**src/rtl/hwce_weight_loader.sv**
```systemverilog
// rtl/hwce_weight_loader.sv - weight fetch engine: streams one filter set from TCDM into the weight buffer
module hwce_weight_loader #(
  parameter int NPF     = 2,
  parameter int N_COL   = 2,
  parameter int FS      = 3,
  parameter int N_WORDS = (NPF * N_COL * FS * FS + 1) / 2
) (
  input  logic                       clk,
  input  logic                       rst_n,
  input  logic                       clear_i,
  input  logic                       engine_start_i,
  input  logic [31:0]                weights_base_i,
  output logic                       tcdm_req_o,
  output logic [31:0]                tcdm_add_o,
  input  logic                       tcdm_gnt_i,
  input  logic                       tcdm_r_valid_i,
  input  logic [31:0]                tcdm_r_data_i,
  output logic                       wl_we_o,
  output logic [$clog2(N_WORDS)-1:0] wl_addr_o,
  output logic [31:0]                wl_data_o,
  output logic [1:0]                 wl_be_o,
  output logic                       busy_o,
  output logic                       done_weightload_o
);

  localparam int AW = $clog2(N_WORDS);
  localparam int CW = $clog2(N_WORDS + 1);
  localparam logic [CW-1:0] CNT_LAST = CW'(N_WORDS - 1);
  localparam logic [CW-1:0] CNT_FULL = CW'(N_WORDS);
  // An odd tap count leaves the high half of the final word unused.
  localparam bit ODD_TAPS = ((NPF * N_COL * FS * FS) % 2) == 1;

  localparam logic [1:0] ST_IDLE  = 2'd0;
  localparam logic [1:0] ST_LOAD  = 2'd1;
  localparam logic [1:0] ST_DRAIN = 2'd2;
  localparam logic [1:0] ST_DONE  = 2'd3;

  logic [1:0]    state_q, state_d;
  logic [CW-1:0] issue_cnt_q;
  logic [CW-1:0] recv_cnt_q;
  logic [31:0]   addr_q;

  logic load_req;
  logic issue_fire;
  logic rsp_fire;
  logic start_fire;

  assign start_fire = (state_q == ST_IDLE) && engine_start_i && !clear_i;
  assign load_req   = (state_q == ST_LOAD) && (issue_cnt_q < CNT_FULL) && !clear_i;
  assign issue_fire = load_req && tcdm_gnt_i;
  // Only responses to requests this load actually issued are accepted.
  assign rsp_fire   = (state_q != ST_IDLE) && tcdm_r_valid_i &&
                      (recv_cnt_q < issue_cnt_q) && !clear_i;

  always_comb begin
    state_d = state_q;
    case (state_q)
      ST_IDLE: begin
        if (engine_start_i) state_d = ST_LOAD;
      end
      ST_LOAD: begin
        if (rsp_fire && (recv_cnt_q == CNT_LAST)) state_d = ST_DONE;
        else if (issue_fire && (issue_cnt_q == CNT_LAST)) state_d = ST_DRAIN;
      end
      ST_DRAIN: begin
        if (rsp_fire && (recv_cnt_q == CNT_LAST)) state_d = ST_DONE;
      end
      ST_DONE: begin
        state_d = ST_IDLE;
      end
      default: begin
        state_d = ST_IDLE;
      end
    endcase
    if (clear_i) state_d = ST_IDLE;
  end

  always_ff @(posedge clk or negedge rst_n) begin
    if (!rst_n) begin
      state_q     <= ST_IDLE;
      issue_cnt_q <= '0;
      recv_cnt_q  <= '0;
      addr_q      <= '0;
    end else begin
      state_q <= state_d;
      if (clear_i) begin
        issue_cnt_q <= '0;
        recv_cnt_q  <= '0;
        addr_q      <= '0;
      end else if (start_fire) begin
        issue_cnt_q <= '0;
        recv_cnt_q  <= '0;
        addr_q      <= weights_base_i;
      end else begin
        if (issue_fire) begin
          issue_cnt_q <= issue_cnt_q + CW'(1);
          addr_q      <= addr_q + 32'd4;
        end
        if (rsp_fire) recv_cnt_q <= recv_cnt_q + CW'(1);
      end
    end
  end

  assign tcdm_req_o = load_req;
  assign tcdm_add_o = load_req ? addr_q : 32'd0;

  assign wl_we_o   = rsp_fire;
  assign wl_addr_o = rsp_fire ? recv_cnt_q[AW-1:0] : '0;
  assign wl_data_o = rsp_fire ? tcdm_r_data_i : 32'd0;

  always_comb begin
    wl_be_o = 2'b00;
    if (rsp_fire) begin
      if (ODD_TAPS && (recv_cnt_q == CNT_LAST)) wl_be_o = 2'b01;
      else wl_be_o = 2'b11;
    end
  end

  assign busy_o            = (state_q != ST_IDLE);
  assign done_weightload_o = (state_q == ST_DONE) && !clear_i;

endmodule

```
**config.mk**
```make
export PLATFORM = sky130hd
export DESIGN_NAME = hwce_weight_loader
export DESIGN_NICKNAME = d
export VERILOG_FILES = /design/src/rtl/hwce_weight_loader.sv
export SDC_FILE = /design/constraint.sdc
export NUM_CORES = 1
export LEC_CHECK = 0
export BUFFER_PORTS_ARGS = -buffer_cell sky130_fd_sc_hd__buf_2
export CORE_MARGIN = 8
export CORE_UTILIZATION = 45
export DETAILED_ROUTE_END_ITERATION = 7
export HOLD_SLACK_MARGIN = 0.05
export PLACE_DENSITY_LB_ADDON = 0.08
export SLEW_MARGIN = 10
export SYNTH_ARGS = -nofsm -noshare
export SYNTH_HDL_FRONTEND = slang
export SYNTH_SLANG_ARGS = --single-unit
export TNS_END_PERCENT = 20
```
**constraint.sdc**
```tcl
create_clock -name clk -period 1.96 [get_ports clk]
set_input_delay 0.294 -clock clk [delete_from_list [all_inputs] [get_ports clk]]
set_output_delay 0.294 -clock clk [all_outputs]
set_load 0.005 [all_outputs]
```
==> impl_metrics.tcl, run 1 <==
set metrics [dict create \
    synthCells 432 \
    slew_violations 0 \
    n_antenna_cell 0 \
    path_max_fanout 7 \
    path_cells "inv_2 > ha_4 > a21oi_4 > o21ai_2 > a211oi_4 > buf_4 > buf_6 > and2_1 > buf_2" \
    setup_viol 75 \
    gr-total-overflow 0 \
    cp-startpoint "issue_cnt_q[2]" \
    yosysSeqAreaShare 0.307 \
    cts_tree "yes" \
    crit_slowest_cell "dfrtp_1" \
    drive_above_1_share 0.416 \
    cp-start-kind "flop" \
    crit_family "buffers and inverters" \
    slew_headroom 0.648 \
    synth_seq_cells 44 \
    start_util 0.464 \
    htreeDepth 2 \
    cp.required_ns 1.67 \
    comb_power_share 0.444 \
    drc 0 \
    first_pass_iters 4 \
    synth_nets 516 \
    vias 3996 \
    final.period_utilization 1.16 \
    status "finished, violations left" \
    postRouteAntennaNets 0 \
    nNetsFinal 701 \
    row_count 32 \
    netlist_area_sq_um 3590 \
    gp_congestion 0.845 \
    critPathMaxStageDelay_ns 0.40 \
    grt_antenna_before_repair 0 \
    grt_pass1_vias 4051 \
    async_flop_share 1.00 \
    worstPathArrival_ns 1.98 \
    clock_tree.buffer_depth 2 \
    critPathBufInv 4 \
    multi_input_area_sq_um 2400 \
    register_area_sq_um 1100 \
    end_kind "output pin" \
    clkPwrFrac 0.216 \
    fill_cells 676 \
    reg2reg_from "issue_cnt_q[2]" \
    layout_min_cycle_time_ns 2.27 \
    routedWlPerCell_um 17.1 \
    hp-start "weights_base_i[23]" \
    hold_path_depth 2 \
    failed_checks "negative setup slack" \
    tightestPinTransition_ns 0.528 \
    synth_edf_count 0 \
    dp_cells 699 \
    grt_start_max_net_pins 26 \
    p_sw_frac 0.387 \
    instances_no_fill 720 \
    p_sw_mw 1.38 \
    wirelength_um 12300 \
    dp_hpwl_um 9300 \
    core-area_sq_um 7730 \
    ys.flop_type "dfrtp_1" \
    placed_cell_area_sq_um 4700 \
    grt_usage 0.216 \
    worst-r2r-cell-count 10 \
    viasPerCell 5.55 \
    die_h_um 105 \
    max_freq_mhz 440 \
    worst_slack_ns -0.314 \
    vdd_drop_max_mv 0.410 \
    cap_viol_max_count 0 \
    cts.clk_slew.worst_paths_ns 0.10 \
    ys.warnings.count 0 \
    p_seq_frac 0.340 \
    hold_class "in2reg" \
    power.internal_mw 2.18 \
    area.growth.synth_to_final_pct 40.3 \
    clockRootBuffer "clkbuf_8" \
    criticalPathCategory "reg2out" \
    clock-skew-final_ns 0.0135 \
    p_leak_nw 2.53 \
    cts_made_buffers 5 \
    p_per_area_nw_per_um2 707 \
    dieWidth_um 105 \
    io_buffers 144 \
    grt_setup_unrepaired "true" \
    report.final.hold_viol_count 0 \
    numClockSinks 44 \
    die_area_sq_um 11100 \
    dr.first_iter.drc_count 169 \
    clock_latency_ns 0.31 \
    grt_pass1_wl_um 20100 \
    crit_cells 9 \
    stdcell_area_sq_um 5030 \
    syn_avg_cell_area_sq_um 8.30 \
    yosysUniqueCellTypes 67 \
    ios 145 \
]
==> worst reg2reg max path, delay by kind of cell, from the launching register on <==
kind,cells,cell delay (ns)
flip-flops,1,0.40
buffers and inverters,4,0.47
AO/OA/AOI/OAI,5,0.85
adder cells (fa/ha/maj),1,0.21
==> state kept, by name, summed over array words and instances, names as in the netlist <==
name	count
addr_q	32
issue_cnt_q	5
recv_cnt_q	5
state_q	2
==> cell families (layout without fill, tap and decap cells) <==
logic type | Yosys count | in the layout | synth area share
AO/OA/AOI/OAI | 107 | 107 | 0.199
XOR/XNOR | 14 | 14 | 0.0342
adder cells (fa/ha/maj) | 14 | 14 | 0.0488
buffers and inverters | 36 | 222 | 0.0530
flip-flops | 44 | 44 | 0.307
multiplexers | 1 | 1 | 0.00279
AND/OR/NAND/NOR | 216 | 216 | 0.355
==> worst paths after layout <==
check,end,slack (ns)
setup / recovery,wl_data_o[27],-0.31
hold / removal,addr_q[23],0.19
setup reg to reg,state_q[0],-0.10
hold reg to reg,addr_q[0],0.52
max in group asynchronous,issue_cnt_q[3],0.94
min in group asynchronous,addr_q[10],0.49
==> power by group through the flow <==
stage | Clock (mW) | Sequential (mW) | Combinational, mW
2_1_floorplan | 0 | 1.21 | 0.825
3_3_place_gp | 0 | 1.22 | 1.41
3_5_place_dp | 0 | 1.22 | 1.44
4_1_cts | 0.781 | 1.21 | 1.51
5_1_grt | 0.810 | 1.23 | 1.73
6_report | 0.768 | 1.21 | 1.58
==> layout by cell type, fill, tap and decap left out, types with 4 or more instances in the layout <==
cell type	n
a211oi_1	4
a21o_1	5
a21oi_1	25
a22oi_1	4
and2_1	68
and2_4	5
and3_1	6
buf_2	143
buf_4	50
buf_6	8
clkbuf_8	6
dfrtp_1	44
ha_1	10
inv_1	6
nand2_1	36
nand3_1	19
nand4_1	8
nor2_1	23
nor3_1	12
nor4_1	4
o211ai_1	8
o21ai_0	8
o21ai_1	13
o22ai_1	4
o31ai_1	6
xnor2_1	13
==> metal layers <==
| metal | global-route usage | up-vias | part of all wire |
|---|---|---|---|
| met5 | 0 | - | 0 |
| met4 | 0.0499 | 0 | 0.011 |
| met3 | 0.0591 | 13 | 0.066 |
| met2 | 0.353 | 161 | 0.48 |
| met1 | 0.275 | 1908 | 0.45 |
| li1 | - | 1914 | - |
==> per-stage QoR <==
step | util | hold WS [ns] | setup TNS, ns | worst slack, ns | total power [mW]
detailed placement | 0.609 | 0.290 | -0.0525 | -0.0204 | 2.66
CTS | 0.646 | 0.197 | -16.16 | -0.332 | 3.50
finish | 0.651 | 0.194 | -18.36 | -0.314 | 3.56
floorplan | - | -0.00159 | 0 | 0.0167 | 2.03
global route | 0.651 | 0.209 | -24.24 | -0.402 | 3.77
global placement | 0.609 | 0.299 | -0.0131 | -0.0131 | 2.63
==> synthesized netlist by cell type, types with 8 or more instances <==
| master | number | area, sq um |
|---|---|---|
| and2_1 | 74 | 463 |
| dfrtp_1 | 44 | 1100 |
| nand2_1 | 37 | 139 |
| a21oi_1 | 26 | 130 |
| nor2_1 | 25 | 93.8 |
| nand3_1 | 20 | 100 |
| o21ai_1 | 15 | 75.1 |
| clkbuf_1 | 14 | 52.6 |
| ha_1 | 14 | 175 |
| xnor2_1 | 13 | 114 |
| nor3_1 | 12 | 60.1 |
| inv_1 | 9 | 33.8 |
| o21ai_0 | 9 | 45.0 |
| nand4_1 | 8 | 50.1 |
| o211ai_1 | 8 | 60.1 |
==> what timing repair did <==
action / in CTS / in global routing
setup endpoints to repair: 74 / 92
hold buffers: 1 / 0
buffers inserted: 7 / 5
gates resized for setup: 19 / 19
gates cloned: 2 / 0
endpoints found under the hold margin: 19 / 0
pin swaps: 15 / 4
==> layout make-up <==
type,count,area share
flip-flops and latches,44,0.219
clock inverters,2,0.00771
multi-input cells,352,0.477
repair buffers,205,0.249
well taps,102,0.0254
clock buffers,6,0.0164
inverters,9,0.00671
Power figures use the tool's default switching activity.
==> inputs of run 2 (changes only) <==
==> constraint.sdc (replaced) <==
create_clock -name clk -period 1.96 [get_ports clk]
set_input_delay 0.196 -clock clk [delete_from_list [all_inputs] [get_ports clk]]
set_output_delay 0.196 -clock clk [all_outputs]
set_load 0.005 [all_outputs]
==> run 2 against run 1 <==
Die area stayed put. Global-route usage shrank 0.41 points. Clock power shrank 19%. Combinational power about the same. Critical path depth unchanged. Non-clock buffer count down 2. Power down 5.0%. Hold slack got worse by 0.094 ns. Clock-buffer cell count increased by 1. First-iteration DRC count is the same. Core utilization grew 1.3 points. The flow still finishes with violations (negative setup slack). Register-to-register slack gained 0.15 ns.
==> impl_metrics.tcl, run 2 (synthesis results as in run 1) <==
set metrics [dict create \
    status "finished, violations left" \
    failed_checks "negative setup slack" \
    area.growth.synth_to_final_pct 43.0 \
    grt_usage 0.211 \
    row_count 32 \
    dr.first_iter.drc_count 169 \
    hp-start "weights_base_i[14]" \
    path_common_cell "buf_6" \
    dieWidth_um 105 \
    largest_reg_flops 32 \
    fill_cells 673 \
    hold_class "in2reg" \
    stdcell_area_sq_um 5130 \
    tightestPinTransition_ns 0.537 \
    final.period_utilization 1.16 \
    dp_hpwl_um 9210 \
    postRouteAntennaNets 0 \
    grt_start_max_net_pins 34 \
    drc 0 \
    layout_min_cycle_time_ns 2.27 \
    die_area_sq_um 11100 \
    path_max_fanout 5 \
    io_buffers 144 \
    hold_path_depth 3 \
    reg2reg_from "issue_cnt_q[2]" \
    grt_pass1_wl_um 19500 \
    crit_cells 9 \
    path_cells "inv_2 > ha_4 > a21oi_2 > o21ai_2 > a211oi_4 > buf_6 > clkbuf_16 > and2_4 > buf_6" \
    cap_viol_max_count 0 \
    gp_congestion 0.880 \
    end_kind "output pin" \
    vdd_drop_max_mv 0.363 \
    cts_tree "yes" \
    critPathBufInv 4 \
    worstPathArrival_ns 2.07 \
    reg2reg_setup_slack_ns 0.05 \
    cts.clk_slew.worst_paths_ns 0.09 \
    clock_latency_ns 0.30 \
    drive_above_1_share 0.419 \
    instances_no_fill 718 \
    crit_slowest_cell "dfrtp_1" \
    worst_slack_ns -0.310 \
    mostFrequentLayoutCell "buf_2" \
    p_leak_nw 2.53 \
    first_pass_iters 7 \
    core-area_sq_um 7730 \
    report.final.hold_viol_count 0 \
    gr-total-overflow 0 \
    slew_headroom 0.642 \
    start_util 0.464 \
    multi_input_area_sq_um 2410 \
    layout_common_cells "buf_2, and2_1, buf_4" \
    wirelength_um 12200 \
    ios 145 \
    worst-r2r-cell-count 9 \
    dp_cells 699 \
    viasPerCell 5.56 \
    crit_family "buffers and inverters" \
    htreeDepth 2 \
    max_freq_mhz 441 \
    slew_violations 0 \
    die_h_um 105 \
    cp-start-kind "flop" \
    numClockSinks 44 \
    clock-skew-final_ns 0.0108 \
    clock_tree.buffer_depth 2 \
    placed_cell_area_sq_um 4670 \
    setup_viol 72 \
    cp.required_ns 1.76 \
    holdPathEnd "addr_q[14]" \
    totalNegativeSetupSlack_ns -11.71 \
    nNetsFinal 699 \
    vias 3993 \
    criticalPathCategory "reg2out" \
    timing.rr.end "state_q[0]" \
    routedWlPerCell_um 17.0 \
    reg_top3 "addr_q x32, issue_cnt_q x5, recv_cnt_q x5" \
    critPathMaxStageDelay_ns 0.41 \
    grt_antenna_before_repair 0 \
    max_flop_register "addr_q" \
    cts_made_buffers 5 \
    p_per_area_nw_per_um2 658 \
    grt_pass1_vias 4158 \
    n_antenna_cell 0 \
    grt_setup_unrepaired "true" \
    clockRootBuffer "clkbuf_8" \
    whs_ns 0.0995 \
    register_area_sq_um 1100 \
]
==> run 2: cell count changes in the layout (fill, tap and decap cells not counted), moves of 2 or more <==
cell,before,now
buf_2,143,130
buf_6,8,16
inv_2,3,1
ha_1,10,12
a211oi_2,1,3
and2_1,68,58
and2_4,5,15
a211oi_1,4,2
buf_16,0,3
ha_2,3,1
inv_1,6,8
==> run 2: worst max path at each step <==
stage / end / slack, ns / start
6_report: wl_data_o[9] / -0.31 / issue_cnt_q[2]
5_1_grt: wl_data_o[9] / -0.41 / issue_cnt_q[2]
4_1_cts: wl_data_o[22] / -0.25 / issue_cnt_q[4]
3_5_place_dp: addr_q[28] / 0.01 / state_q[0]
3_3_place_gp: addr_q[18] / 0.03 / state_q[0]
2_1_floorplan: wl_data_o[10] / -0.04 / issue_cnt_q[2]
==> run 2: area by class of cell <==
| class | count | area share |
|---|---|---|
| Tap cell | 102 | 0.0249 |
| Clock inverter | 1 | 0.00146 |
| Clock buffer | 7 | 0.0168 |
| Sequential cell | 44 | 0.215 |
| Inverter | 9 | 0.00658 |
| Timing Repair Buffer | 203 | 0.266 |
| Multi-Input combinational cell | 352 | 0.470 |
==> run 2: worst reg2reg max path: cells and delay by family, from the launching register on <==
kind                     cells  cell delay [ns]
AO/OA/AOI/OAI                5             0.83
adder cells (fa/ha/maj)      1             0.20
buffers and inverters        3             0.39
flip-flops                   1             0.41
==> run 2: power by group <==
part	switching, mW	internal, mW	leakage (nW)	total [mW]
Clock	0.336	0.287	0.0445	0.623
Sequential	0.159	1.05	0.600	1.21
Combinational	0.852	0.696	1.89	1.55
Total	1.35	2.03	2.53	3.38
==> run 2: metal layers <==
metal,wire length (um),GRT usage,vias up
met4,291,0.0815,0
li1,-,-,1916
met5,0,0,-
met2,6170,0.375,165
met3,758,0.0505,29
met1,5000,0.239,1883
==> run 2: timing repair <==
item | in CTS | in global routing
hold buffers | 1 | 0
buffers inserted | 3 | 3
cloned | 3 | 1
gates resized for setup | 14 | 37
setup endpoints to repair | 75 | 88
pin swaps | 7 | 17
hold endpoints to repair | 19 | 0
==> run 2: per-stage QoR <==
step / util / setup slack (ns) / total power [mW]
after floorplan: - / -0.0396 / 2.03
after global placement: 0.605 / 0.0251 / 2.66
after detailed placement: 0.605 / 0.0137 / 2.68
after CTS: 0.639 / -0.254 / 3.33
after global routing: 0.664 / -0.414 / 3.59
final: 0.664 / -0.310 / 3.38
==> inputs of run 3 (changes only) <==
Settings changed: CORE_MARGIN 8 to not set.
==> run 3 against run 2 <==
Critical path depth decreased by 1. Cell count fell by 0.97%. Routed wire length shrank 10%. Combinational power about the same. The run still ends with negative setup slack left. Largest power group unchanged. Clock skew fell by 0.0046 ns. Critical endpoint is now wl_data_o[27]. Flip-flop and latch count unchanged. Register-to-register slack barely moved. Non-clock buffer count shrank 6. Clock power shrank 9.0%. Maximum frequency is 4.2% higher.
==> impl_metrics.tcl, run 3 (synthesis results as in run 1) <==
set metrics [dict create \
    gp_congestion 0.860 \
    reg2reg_from "state_q[1]" \
    hold_class "in2reg" \
    dieWidth_um 91.3 \
    start_util 0.464 \
    p_leak_nw 2.47 \
    placed_cell_area_sq_um 4670 \
    stdcell_area_sq_um 4970 \
    area.growth.synth_to_final_pct 38.4 \
    cts_made_buffers 5 \
    wirelength_um 10900 \
    drive_above_1_share 0.402 \
    clock_latency_ns 0.30 \
    criticalPathCategory "reg2out" \
    io_buffers 144 \
    layout_min_cycle_time_ns 2.18 \
    worst_slack_ns -0.219 \
    clock-skew-final_ns 0.00620 \
    clock_tree.buffer_depth 2 \
    holdPathEnd "addr_q[14]" \
    worst-r2r-cell-count 7 \
    failed_checks "negative setup slack" \
    nNetsFinal 693 \
    vdd_drop_max_mv 0.355 \
    die_area_sq_um 8330 \
    post-place-ws_ns 0.0183 \
    row_count 32 \
    reg_top3 "addr_q x32, issue_cnt_q x5, recv_cnt_q x5" \
    p_per_area_nw_per_um2 666 \
    grt_setup_unrepaired "true" \
    finish.utilization 0.643 \
    path_max_fanout 10 \
    dp_hpwl_um 8120 \
    mostFrequentLayoutCell "buf_2" \
    final.period_utilization 1.11 \
    cts.clk_slew.worst_paths_ns 0.08 \
    tightestPinTransition_ns 0.432 \
    core-area_sq_um 7730 \
    largest_reg_flops 32 \
    instances_no_fill 711 \
    layout_common_cells "buf_2, and2_1, dfrtp_1" \
    dp_cells 697 \
    worstPathArrival_ns 1.98 \
    gr-total-overflow 0 \
    timing.rr.end "addr_q[24]" \
    hp-start "weights_base_i[14]" \
    htreeDepth 2 \
    grt_pass1_wl_um 17100 \
    postRouteAntennaNets 0 \
    n_antenna_cell 0 \
    dr.first_iter.drc_count 156 \
    grt_antenna_before_repair 0 \
    cp-start-kind "flop" \
    cts_tree "yes" \
    slew_headroom 0.712 \
    vias 3893 \
    grt_pass1_vias 3594 \
    report.final.hold_viol_count 0 \
    numClockSinks 44 \
    ios 145 \
    slew_violations 0 \
    first_pass_iters 4 \
    grt_start_max_net_pins 34 \
    cp.required_ns 1.76 \
    die_h_um 91.3 \
    status "finished, violations left" \
    routedWlPerCell_um 15.4 \
    grt_usage 0.256 \
    cap_viol_max_count 0 \
    max_flop_register "addr_q" \
    viasPerCell 5.48 \
    end_kind "output pin" \
    drc 0 \
    max_freq_mhz 459 \
    setup_viol 72 \
    clockRootBuffer "clkbuf_8" \
    hold_path_depth 3 \
    reg2reg_setup_slack_ns 0.04 \
]
run 3: cell type report:
class                   count  area, sq um
multi-input cells         352         2400
repair buffers            197         1230
clock buffers               6         72.6
flip-flops and latches     44         1100
fillers                   712         2760
well taps                 102          128
inverters                   9         33.8
clock inverters             1         5.00
run 3: critical path, cell delays in order, from the launching register on:
cell and delay (ns):
dfrtp_1 0.37, inv_1 0.06, ha_1 0.29, and2_4 0.16, a211oi_4 0.27, buf_6 0.15, clkbuf_16 0.14, and2_4 0.14
buf_6 0.08
run 3: how the worst max path moves through the flow:
stage	startpoint	endpoint	slack [ns]	cells after the start
after global routing	issue_cnt_q[3]	wl_data_o[6]	-0.31	8
after CTS	recv_cnt_q[2]	wl_data_o[22]	-0.23	8
after floorplan	issue_cnt_q[2]	wl_data_o[10]	-0.04	8
after detailed placement	issue_cnt_q[2]	addr_q[24]	0.02	6
after global placement	issue_cnt_q[2]	addr_q[24]	0.05	6
final	issue_cnt_q[3]	wl_data_o[27]	-0.22	8
run 3: layer usage:
metal  share of wire  vias to the layer above  global-route usage  wire length [um]
li1                -                     1902                   -                 -
met2            0.51                      119               0.467              5570
met4           0.021                        0              0.0608               230
met1            0.42                     1852               0.316              4570
met3           0.052                       20              0.0385               568
met5               0                        -                   0                 0
run 3: report_power, final:
| part | switching, mW | internal [mW] |
|---|---|---|
| Sequential | 0.153 | 1.05 |
| Combinational | 0.847 | 0.693 |
| Clock | 0.324 | 0.243 |
run 3: timing repair:
action / 4_1_cts / 5_1_grt
hold buffers: 1 / 0
buffers inserted: 4 / 0
endpoints found under the setup margin: 73 / 98
cloned: 1 / 1
endpoints found under the hold margin: 15 / 0
resized for setup: 13 / 19
pin swaps: 10 / 2
run 3: per-stage QoR:
step	TNS (ns)	total power, mW	hold WS [ns]
floorplan	-0.792	2.03	-0.0996
global placement	0	2.64	0.153
detailed placement	0	2.68	0.150
CTS	-9.16	3.27	0.0900
global route	-15.48	3.54	0.104
finish	-9.18	3.31	0.0966
